--- src/rtl/pipeline_exb_bp_stage_pkg.sv ---
// exb_bp_pkg: shared types and helpers for the EXB branch-resolution stage.
//   br_type_e  : funct3 encodings of the conditional branches
//   CTR_*      : 2-bit saturating counter states of the branch history table
//   sat_update : next counter value for a resolved branch outcome
package exb_bp_pkg;

  typedef enum logic [2:0] {
    BR_EQ  = 3'b000,
    BR_NE  = 3'b001,
    BR_LT  = 3'b100,
    BR_GE  = 3'b101,
    BR_LTU = 3'b110,
    BR_GEU = 3'b111
  } br_type_e;

  localparam logic [1:0] CTR_SNT = 2'b00;
  localparam logic [1:0] CTR_WNT = 2'b01;
  localparam logic [1:0] CTR_WT  = 2'b10;
  localparam logic [1:0] CTR_ST  = 2'b11;

  // Count up on taken, down on not-taken, saturating at both ends.
  function automatic logic [1:0] sat_update(input logic [1:0] ctr, input logic taken);
    logic [1:0] res;
    res = ctr;
    if (taken && ctr != CTR_ST) begin
      res = ctr + 2'd1;
    end else if (!taken && ctr != CTR_SNT) begin
      res = ctr - 2'd1;
    end
    return res;
  endfunction

endpackage

--- src/rtl/pipeline_exb_bp_stage_if.sv ---
// pipeline_exb_bp_stage_if: IDR-side instruction bundle into the EXB stage and
// the registered EXA-facing bundle out of it.
//   master : drives the *_IDR signals, observes the *_EXB signals
//   slave  : the EXB stage itself
interface pipeline_exb_bp_stage_if #(
  parameter int XLEN      = 64,
  parameter int PAYLOAD_W = 16
);
  import exb_bp_pkg::*;

  // IDR side
  logic                 valid_IDR;
  logic [XLEN-1:0]      pc_IDR;
  logic [XLEN-1:0]      reg_data1_IDR;
  logic [XLEN-1:0]      reg_data2_IDR;
  logic [XLEN-1:0]      imm_IDR;
  logic                 is_branch_IDR;
  logic                 is_jal_IDR;
  logic                 is_jalr_IDR;
  logic [2:0]           BrType_IDR;
  logic                 pred_taken_IDR;
  logic [XLEN-1:0]      pred_target_IDR;
  logic [PAYLOAD_W-1:0] payload_IDR;

  // EXA-facing pipeline register
  logic                 valid_EXB;
  logic [XLEN-1:0]      pc_EXB;
  logic [XLEN-1:0]      reg_data1_EXB;
  logic [XLEN-1:0]      reg_data2_EXB;
  logic [XLEN-1:0]      imm_EXB;
  logic [PAYLOAD_W-1:0] payload_EXB;

  modport master (
    output valid_IDR, pc_IDR, reg_data1_IDR, reg_data2_IDR, imm_IDR,
           is_branch_IDR, is_jal_IDR, is_jalr_IDR, BrType_IDR,
           pred_taken_IDR, pred_target_IDR, payload_IDR,
    input  valid_EXB, pc_EXB, reg_data1_EXB, reg_data2_EXB, imm_EXB, payload_EXB
  );

  modport slave (
    input  valid_IDR, pc_IDR, reg_data1_IDR, reg_data2_IDR, imm_IDR,
           is_branch_IDR, is_jal_IDR, is_jalr_IDR, BrType_IDR,
           pred_taken_IDR, pred_target_IDR, payload_IDR,
    output valid_EXB, pc_EXB, reg_data1_EXB, reg_data2_EXB, imm_EXB, payload_EXB
  );

endinterface

--- src/rtl/pipeline_exb_bp_stage_bht.sv ---
// branch_bht: branch history table of DEPTH 2-bit saturating counters.
//   clk, reset           : clock, asynchronous active-low reset (entries -> CTR_WNT)
//   rd_idx_i / rd_ctr_o  : combinational read port (old value during a same-index write)
//   wr_en_i, wr_idx_i,
//   wr_taken_i           : read-modify-write training port, applied at the clock edge
module branch_bht
  import exb_bp_pkg::*;
#(
  parameter int DEPTH = 256,
  parameter int IDX_W = $clog2(DEPTH)
) (
  input  logic             clk,
  input  logic             reset,
  input  logic [IDX_W-1:0] rd_idx_i,
  output logic [1:0]       rd_ctr_o,
  input  logic             wr_en_i,
  input  logic [IDX_W-1:0] wr_idx_i,
  input  logic             wr_taken_i
);

  logic [1:0] ctr_all [DEPTH];

  // One flop pair per entry; the training port does the saturating update
  // itself so the stage needs no second read port.
  for (genvar gi = 0; gi < DEPTH; gi++) begin : g_ent
    logic [1:0] ctr_q;
    logic [1:0] ctr_d;

    always_comb begin
      ctr_d = ctr_q;
      if (wr_en_i && wr_idx_i == IDX_W'(gi)) begin
        ctr_d = sat_update(ctr_q, wr_taken_i);
      end
    end

    always_ff @(posedge clk or negedge reset) begin
      if (!reset) begin
        ctr_q <= CTR_WNT;
      end else begin
        ctr_q <= ctr_d;
      end
    end

    assign ctr_all[gi] = ctr_q;
  end

  assign rd_ctr_o = ctr_all[rd_idx_i];

endmodule

--- src/rtl/pipeline_exb_bp_stage.sv ---
// pipeline_exb_bp_stage: EXB branch-resolution stage with integrated BHT.
//   clk, reset          : clock, asynchronous active-low reset
//   flush, stall        : pipeline control (flush wins over stall)
//   bus (slave)         : IDR instruction in, registered EXA-facing bundle out
//   lookup_pc_IF /
//   lookup_taken_IF     : combinational prediction read for IF
//   redirect_EXB /
//   redirect_pc_EXB     : same-cycle misprediction redirect and correct next PC
//   stat_branches /
//   stat_mispredicts    : resolved control transfers and mispredictions
module pipeline_exb_bp_stage
  import exb_bp_pkg::*;
#(
  parameter int XLEN      = 64,
  parameter int BHT_DEPTH = 256,
  parameter int PAYLOAD_W = 16,
  parameter int CNT_W     = 32
) (
  input  logic                  clk,
  input  logic                  reset,
  input  logic                  flush,
  input  logic                  stall,
  pipeline_exb_bp_stage_if.slave bus,
  input  logic [XLEN-1:0]       lookup_pc_IF,
  output logic                  lookup_taken_IF,
  output logic                  redirect_EXB,
  output logic [XLEN-1:0]       redirect_pc_EXB,
  output logic [CNT_W-1:0]      stat_branches,
  output logic [CNT_W-1:0]      stat_mispredicts
);

  localparam int IDX_W = $clog2(BHT_DEPTH);

  logic            fire;
  logic            cond;
  logic            actual_taken;
  logic [XLEN-1:0] target;
  logic            mispredict;
  logic [1:0]      lookup_ctr;
  logic            unused_lookup_bits;

  // Only instructions that truly leave IDR this cycle may act.
  assign fire = bus.valid_IDR & ~stall & ~flush;

  always_comb begin
    cond = 1'b0;
    case (br_type_e'(bus.BrType_IDR))
      BR_EQ:   cond = (bus.reg_data1_IDR == bus.reg_data2_IDR);
      BR_NE:   cond = (bus.reg_data1_IDR != bus.reg_data2_IDR);
      BR_LT:   cond = ($signed(bus.reg_data1_IDR) <  $signed(bus.reg_data2_IDR));
      BR_GE:   cond = ($signed(bus.reg_data1_IDR) >= $signed(bus.reg_data2_IDR));
      BR_LTU:  cond = (bus.reg_data1_IDR <  bus.reg_data2_IDR);
      BR_GEU:  cond = (bus.reg_data1_IDR >= bus.reg_data2_IDR);
      default: cond = 1'b0;  // 010 / 011 are never taken
    endcase
  end

  assign actual_taken = (bus.is_branch_IDR & cond) | bus.is_jal_IDR | bus.is_jalr_IDR;

  // JALR clears bit 0 of the computed address.
  assign target = bus.is_jalr_IDR
                ? ((bus.reg_data1_IDR + bus.imm_IDR) & ~{{(XLEN-1){1'b0}}, 1'b1})
                : (bus.pc_IDR + bus.imm_IDR);

  // A correct taken prediction must also have guessed the right target.
  assign mispredict = (actual_taken != bus.pred_taken_IDR)
                    | (actual_taken & bus.pred_taken_IDR & (target != bus.pred_target_IDR));

  assign redirect_EXB    = fire & mispredict;
  assign redirect_pc_EXB = actual_taken ? target : (bus.pc_IDR + XLEN'(4));

  branch_bht #(
    .DEPTH (BHT_DEPTH),
    .IDX_W (IDX_W)
  ) u_bht (
    .clk        (clk),
    .reset      (reset),
    .rd_idx_i   (lookup_pc_IF[IDX_W+1:2]),
    .rd_ctr_o   (lookup_ctr),
    .wr_en_i    (fire & bus.is_branch_IDR),
    .wr_idx_i   (bus.pc_IDR[IDX_W+1:2]),
    .wr_taken_i (actual_taken)
  );

  assign lookup_taken_IF    = lookup_ctr[1];
  assign unused_lookup_bits = ^{lookup_pc_IF[XLEN-1:IDX_W+2], lookup_pc_IF[1:0], lookup_ctr[0]};

  // Statistics
  logic [CNT_W-1:0] stat_br_q, stat_br_d;
  logic [CNT_W-1:0] stat_mp_q, stat_mp_d;

  always_comb begin
    stat_br_d = stat_br_q;
    stat_mp_d = stat_mp_q;
    if (fire && (bus.is_branch_IDR || bus.is_jal_IDR || bus.is_jalr_IDR)) begin
      stat_br_d = stat_br_q + CNT_W'(1);
    end
    if (redirect_EXB) begin
      stat_mp_d = stat_mp_q + CNT_W'(1);
    end
  end

  always_ff @(posedge clk or negedge reset) begin
    if (!reset) begin
      stat_br_q <= '0;
      stat_mp_q <= '0;
    end else begin
      stat_br_q <= stat_br_d;
      stat_mp_q <= stat_mp_d;
    end
  end

  assign stat_branches    = stat_br_q;
  assign stat_mispredicts = stat_mp_q;

  // EXA-facing pipeline register
  logic                 valid_q;
  logic [XLEN-1:0]      pc_q, d1_q, d2_q, imm_q;
  logic [PAYLOAD_W-1:0] pay_q;

  always_ff @(posedge clk or negedge reset) begin
    if (!reset) begin
      valid_q <= 1'b0;
      pc_q    <= '0;
      d1_q    <= '0;
      d2_q    <= '0;
      imm_q   <= '0;
      pay_q   <= '0;
    end else if (flush) begin
      valid_q <= 1'b0;
      pc_q    <= '0;
      d1_q    <= '0;
      d2_q    <= '0;
      imm_q   <= '0;
      pay_q   <= '0;
    end else if (!stall) begin
      valid_q <= bus.valid_IDR;
      pc_q    <= bus.pc_IDR;
      d1_q    <= bus.reg_data1_IDR;
      d2_q    <= bus.reg_data2_IDR;
      imm_q   <= bus.imm_IDR;
      pay_q   <= bus.payload_IDR;
    end
  end

  assign bus.valid_EXB     = valid_q;
  assign bus.pc_EXB        = pc_q;
  assign bus.reg_data1_EXB = d1_q;
  assign bus.reg_data2_EXB = d2_q;
  assign bus.imm_EXB       = imm_q;
  assign bus.payload_EXB   = pay_q;

endmodule

--- src/flat_wrapper.sv ---
// flat-port wrapper written by rule: the top's interface ports become plain ports
module pipeline_exb_bp_stage_flat import exb_bp_pkg::*;
#(
  parameter int XLEN      = 64,
  parameter int BHT_DEPTH = 256,
  parameter int PAYLOAD_W = 16,
  parameter int CNT_W     = 32
)
  (clk, reset, flush, stall, lookup_pc_IF, lookup_taken_IF, redirect_EXB, redirect_pc_EXB, stat_branches, stat_mispredicts, bus_valid_IDR, bus_pc_IDR, bus_reg_data1_IDR, bus_reg_data2_IDR, bus_imm_IDR, bus_is_branch_IDR, bus_is_jal_IDR, bus_is_jalr_IDR, bus_BrType_IDR, bus_pred_taken_IDR, bus_pred_target_IDR, bus_payload_IDR, bus_valid_EXB, bus_pc_EXB, bus_reg_data1_EXB, bus_reg_data2_EXB, bus_imm_EXB, bus_payload_EXB);
  pipeline_exb_bp_stage_if #(.XLEN(XLEN), .PAYLOAD_W(PAYLOAD_W)) bus_i ();
  input  logic clk;
  input  logic reset;
  input  logic flush;
  input  logic stall;
  input  logic [XLEN-1:0] lookup_pc_IF;
  output logic lookup_taken_IF;
  output logic redirect_EXB;
  output logic [XLEN-1:0] redirect_pc_EXB;
  output logic [CNT_W-1:0] stat_branches;
  output logic [CNT_W-1:0] stat_mispredicts;
  input wire logic [$bits(bus_i.valid_IDR)-1:0] bus_valid_IDR;
  input wire logic [$bits(bus_i.pc_IDR)-1:0] bus_pc_IDR;
  input wire logic [$bits(bus_i.reg_data1_IDR)-1:0] bus_reg_data1_IDR;
  input wire logic [$bits(bus_i.reg_data2_IDR)-1:0] bus_reg_data2_IDR;
  input wire logic [$bits(bus_i.imm_IDR)-1:0] bus_imm_IDR;
  input wire logic [$bits(bus_i.is_branch_IDR)-1:0] bus_is_branch_IDR;
  input wire logic [$bits(bus_i.is_jal_IDR)-1:0] bus_is_jal_IDR;
  input wire logic [$bits(bus_i.is_jalr_IDR)-1:0] bus_is_jalr_IDR;
  input wire logic [$bits(bus_i.BrType_IDR)-1:0] bus_BrType_IDR;
  input wire logic [$bits(bus_i.pred_taken_IDR)-1:0] bus_pred_taken_IDR;
  input wire logic [$bits(bus_i.pred_target_IDR)-1:0] bus_pred_target_IDR;
  input wire logic [$bits(bus_i.payload_IDR)-1:0] bus_payload_IDR;
  output wire logic [$bits(bus_i.valid_EXB)-1:0] bus_valid_EXB;
  output wire logic [$bits(bus_i.pc_EXB)-1:0] bus_pc_EXB;
  output wire logic [$bits(bus_i.reg_data1_EXB)-1:0] bus_reg_data1_EXB;
  output wire logic [$bits(bus_i.reg_data2_EXB)-1:0] bus_reg_data2_EXB;
  output wire logic [$bits(bus_i.imm_EXB)-1:0] bus_imm_EXB;
  output wire logic [$bits(bus_i.payload_EXB)-1:0] bus_payload_EXB;
  assign bus_i.valid_IDR = bus_valid_IDR;
  assign bus_i.pc_IDR = bus_pc_IDR;
  assign bus_i.reg_data1_IDR = bus_reg_data1_IDR;
  assign bus_i.reg_data2_IDR = bus_reg_data2_IDR;
  assign bus_i.imm_IDR = bus_imm_IDR;
  assign bus_i.is_branch_IDR = bus_is_branch_IDR;
  assign bus_i.is_jal_IDR = bus_is_jal_IDR;
  assign bus_i.is_jalr_IDR = bus_is_jalr_IDR;
  assign bus_i.BrType_IDR = bus_BrType_IDR;
  assign bus_i.pred_taken_IDR = bus_pred_taken_IDR;
  assign bus_i.pred_target_IDR = bus_pred_target_IDR;
  assign bus_i.payload_IDR = bus_payload_IDR;
  assign bus_valid_EXB = bus_i.valid_EXB;
  assign bus_pc_EXB = bus_i.pc_EXB;
  assign bus_reg_data1_EXB = bus_i.reg_data1_EXB;
  assign bus_reg_data2_EXB = bus_i.reg_data2_EXB;
  assign bus_imm_EXB = bus_i.imm_EXB;
  assign bus_payload_EXB = bus_i.payload_EXB;
  pipeline_exb_bp_stage #(.XLEN(XLEN), .BHT_DEPTH(BHT_DEPTH), .PAYLOAD_W(PAYLOAD_W), .CNT_W(CNT_W)) u_core (.clk(clk), .reset(reset), .flush(flush), .stall(stall), .bus(bus_i), .lookup_pc_IF(lookup_pc_IF), .lookup_taken_IF(lookup_taken_IF), .redirect_EXB(redirect_EXB), .redirect_pc_EXB(redirect_pc_EXB), .stat_branches(stat_branches), .stat_mispredicts(stat_mispredicts));
endmodule
--- config.mk ---
export PLATFORM = sky130hd
export DESIGN_NAME = pipeline_exb_bp_stage_flat
export DESIGN_NICKNAME = d
export VERILOG_FILES = /design/src/rtl/pipeline_exb_bp_stage_pkg.sv /design/src/rtl/pipeline_exb_bp_stage_if.sv /design/src/rtl/pipeline_exb_bp_stage_bht.sv /design/src/rtl/pipeline_exb_bp_stage.sv /design/src/flat_wrapper.sv
export SDC_FILE = /design/constraint.sdc
export NUM_CORES = 2
export LEC_CHECK = 0
export ABC_AREA = 1
export ABC_CLOCK_PERIOD_IN_PS = 4050
export CAP_MARGIN = 20
export CORE_MARGIN = 1.5
export CORE_UTILIZATION = 35
export DETAILED_ROUTE_END_ITERATION = 16
export PLACE_DENSITY_LB_ADDON = 0.05
export RECOVER_POWER = 50
export SLEW_MARGIN = 5
export SYNTH_ARGS = -nofsm -noshare
export SYNTH_HDL_FRONTEND = slang
export SYNTH_SLANG_ARGS = --single-unit
export TNS_END_PERCENT = 5
--- constraint.sdc ---
create_clock -name clk -period 4.05 [get_ports clk]
set_input_delay 0.405 -clock clk [delete_from_list [all_inputs] [get_ports clk]]
set_output_delay 0.405 -clock clk [all_outputs]
set_load 0.02 [all_outputs]
==> metrics <==
dominant cell type by area after synthesis dfrtp_1; final instance area 88400 sq um; Worst Max-Slew Pin Slew 2.39 ns; unrepaired setup endpoints after global routing true; max cap viols 4; mean routed wirelength per cell 23.3 um; Leak 42.1 nW; Synth top area share 24.6%; min-delay worst type in2reg; post-synthesis cell count 9273; Worst Setup Start Kind input pin; post-synthesis sequential area ratio 35.7%; die height 418 um; status finished with violations; Setup CP Type in2out; initial antenna violation count 50; EDFF count, synth 0; worst hold margin 0.00609 ns; Cell Pwr Density 301 nW/um^2; FF+latch count, synth 849; first-pass GRT wire length 446000 um; Die ar. 175000 sq um; worst vdd ir 0.000321 V; Starting Density 35.2%; Detailed Route Iter0 Violations 6993; CP Data Required Time 3.64 ns; Power Total 26.6 mW; post-layout min period 4.26 ns; GR Overflow Total 0; Area Overhead vs Synth 46.6%; Core Rows 152; DRC viols 0; crit-path max FO 4; final worst slack -0.211 ns; detailed-route via count 71600; Die W 418 um; HPWL after DPL 246000 um; Boundary Pins 815; CP max stage delay 0.32 ns; gr usage total 34.7%; routability congestion estimate 1.04; Synth Flop Type dfrtp_1; synth warn 0; Slowest-stage cell, CP or2_2; Routed Antenna Nets 0; Area contributors post-synth dfrtp_1, nand2_1, o21ai_0, dfstp_2, inv_1; largest net degree at the start of global routing 116; Critical path buffers and inverters 6; CTS H-tree lvls 3; Fin Clk Skew 0.0258 ns; CTS Sinks 849; CTS buffer count 100; CTS Root Cell clkbuf_16; async set-or-reset flop fraction in the synthesized netlist 100%; clk_lat worst skew 0.76 ns; final wirelength 315000 um; vias per cell 5.30; port buffer count 758; CP most frequent cell nand2_2; # setup viols final 51; First-pass DRT Iterations 6; slew margin rel. -59.5%; CP endpoint kind output port; CTS Buffer Depth 3; Top delay family on crit path simple AND/OR/NAND/NOR gates; number of global-route vias before repair 66300; Data arrival, critical path 3.86 ns; Core Region 171000 sq um; Mean Syn Cell Area 6.51 sq um; failing checks capacitance limit, slew limit, setup timing; TritonCTS clock tree yes; Mapped Nets 9883; Fin. Hold Viols 0; period utilisation layout 105%; fraction of layout cells with a size suffix above 1 24.9%; Cell Area, Synth 60300 sq um; # nets final 11700; Max Freq 235 MHz; Synth cell types 52; Clk pin slew, worst setup/hold paths 0.06 ns; Cell Area, Placed 79000 sq um; Slew Limit Fails 240
-- synthesized netlist by cell type, drive strengths merged (2+ instances only) --
cell    count
a31oi      12
a21o        2
clkbuf    221
and3        6
xor2       90
a21boi      4
nor3       74
o21a        4
a211oi     26
a21oi     468
nand3     676
inv      1430
and2        7
nor4       27
or2        19
o22ai      18
o31ai       4
dfstp     256
buf        71
nand2    2599
fa          2
o32ai       3
nand4      60
xnor2      28
ha        196
nor2      788
o211ai    138
o21bai     11
nand3b     41
a221oi      9
o221ai      2
dfrtp     593
o21ai    1385
-- cell type report --
class / count / area (sq um)
Timing Repair inverter: 1 / 8.76
Sequential cell: 849 / 21600
Clock inverter: 20 / 325
Fill cell: 17000 / 82900
Clock buffer: 169 / 2990
Antenna cell: 36 / 90.1
Multi-Input combinational cell: 6701 / 37400
Timing Repair Buffer: 1989 / 17700
Tap cell: 2310 / 2890
Inverter: 1431 / 5410
-- worst min-delay path: stages --
cell and delay [ns]:
clkbuf_2 0.17, nand2_1 0.10, nand2_1 0.04
-- power breakdown --
group | leakage, nW | internal [mW] | total, mW | switching [mW]
sequential | 10.7 | 8.74 | 8.93 | 0.186
combinational | 29.7 | 3.26 | 8.28 | 5.01
clock | 1.61 | 5.41 | 9.42 | 4.01
total | 42.1 | 17.4 | 26.6 | 9.21
-- final timing paths --
path | from | to | slack [ns] | cells after the start
worst max register to register | u_core.stat_branches[0] | u_core.stat_branches[31] | 1.24 | 14
worst max-delay path | bus_imm_IDR[2] | redirect_EXB | -0.21 | 26
max in group asynchronous | reset | u_core.u_bht.g_ent[138].ctr_q[1] | 0.43 | 4
worst min-delay path | bus_reg_data1_IDR[28] | u_core.bus.reg_data1_EXB[28] | 0.006 | 3
worst min register to register | u_core.stat_branches[31] | u_core.stat_branches[31] | 0.48 | 1
min in group asynchronous | reset | u_core.bus.reg_data2_EXB[57] | 0.87 | 2
-- metrics by stage --
| step | std cells | utilization, % | setup TNS (ns) | setup WS (ns) |
|---|---|---|---|---|
| after floorplan | 9273 | - | 0 | 0.491 |
| after global placement | 13200 | 46.1 | -434.83 | -1.37 |
| after detailed placement | 13200 | 46.1 | -450.39 | -1.43 |
| after CTS | 13400 | 49.8 | -0.794 | -0.316 |
| after global routing | 13500 | 51.6 | -9.47 | -0.340 |
| final | 13500 | 51.6 | -4.14 | -0.211 |
-- cell usage in the layout (no fill, tap or decap), types with 31 or more instances in the layout --
cell type and instances:
a21oi_1 389, a21oi_2 68, buf_12 54, buf_4 1076, buf_6 97, clkbuf_1 67, clkbuf_16 104, clkbuf_2 40
clkdlybuf4s50_1 487, dfrtp_1 593, dfstp_2 256, diode_2 36, dlygate4sd2_1 100, dlymetal6s2s_1 57, ha_1 78, ha_4 116
inv_1 1329, inv_2 94, nand2_1 2219, nand2_2 313, nand2_4 67, nand3_1 544, nand3_2 101, nand3_4 31
nand3b_1 41, nand4_1 60, nor2_1 630, nor2_2 89, nor2_4 68, nor3_1 48, o211ai_1 138, o21ai_0 1347
xor2_1 89
-- registers in the layout, summed over array words and instances, names as in the netlist --
name,flops
u_core.bus.payload_EXB,16
u_core.bus.valid_EXB,1
u_core.bus.pc_EXB,64
u_core.stat_mispredicts,32
u_core.u_bht.g_ent.ctr_q,512
u_core.bus.reg_data2_EXB,64
u_core.stat_branches,32
u_core.bus.imm_EXB,64
u_core.bus.reg_data1_EXB,64
-- layer usage --
layer | part of all wire (%) | track usage, % | wire, um
met5 | 0.012 | 0 | 37
met4 | 4.9 | 17.3 | 15400
met3 | 8.1 | 4.93 | 25600
met2 | 43 | 50.8 | 134000
met1 | 44 | 49.4 | 140000
-- timing repair --
item,in CTS,in global routing
gates resized for setup,984,882
hold buffers,1,5
endpoints found under the setup margin,252,66
setup buffers,38,41
pin swaps,133,261
endpoints found under the hold margin,29,5
gates cloned,7,2
-- cells by family (layout without fill, tap and decap cells) --
logic type / after synthesis / after routing / synth area share (%)
adder cells (fa/ha/maj): 198 / 198 / 4.13
flip-flops: 849 / 849 / 35.7
AO/OA/AOI/OAI: 2087 / 2087 / 18.3
buffers and inverters: 1723 / 3610 / 10.8
AND/OR/NAND/NOR: 4298 / 4298 / 29.3
other: 0 / 36 / 0
XOR/XNOR: 118 / 118 / 1.71
No activity file was read; power rests on OpenSTA's default activity.
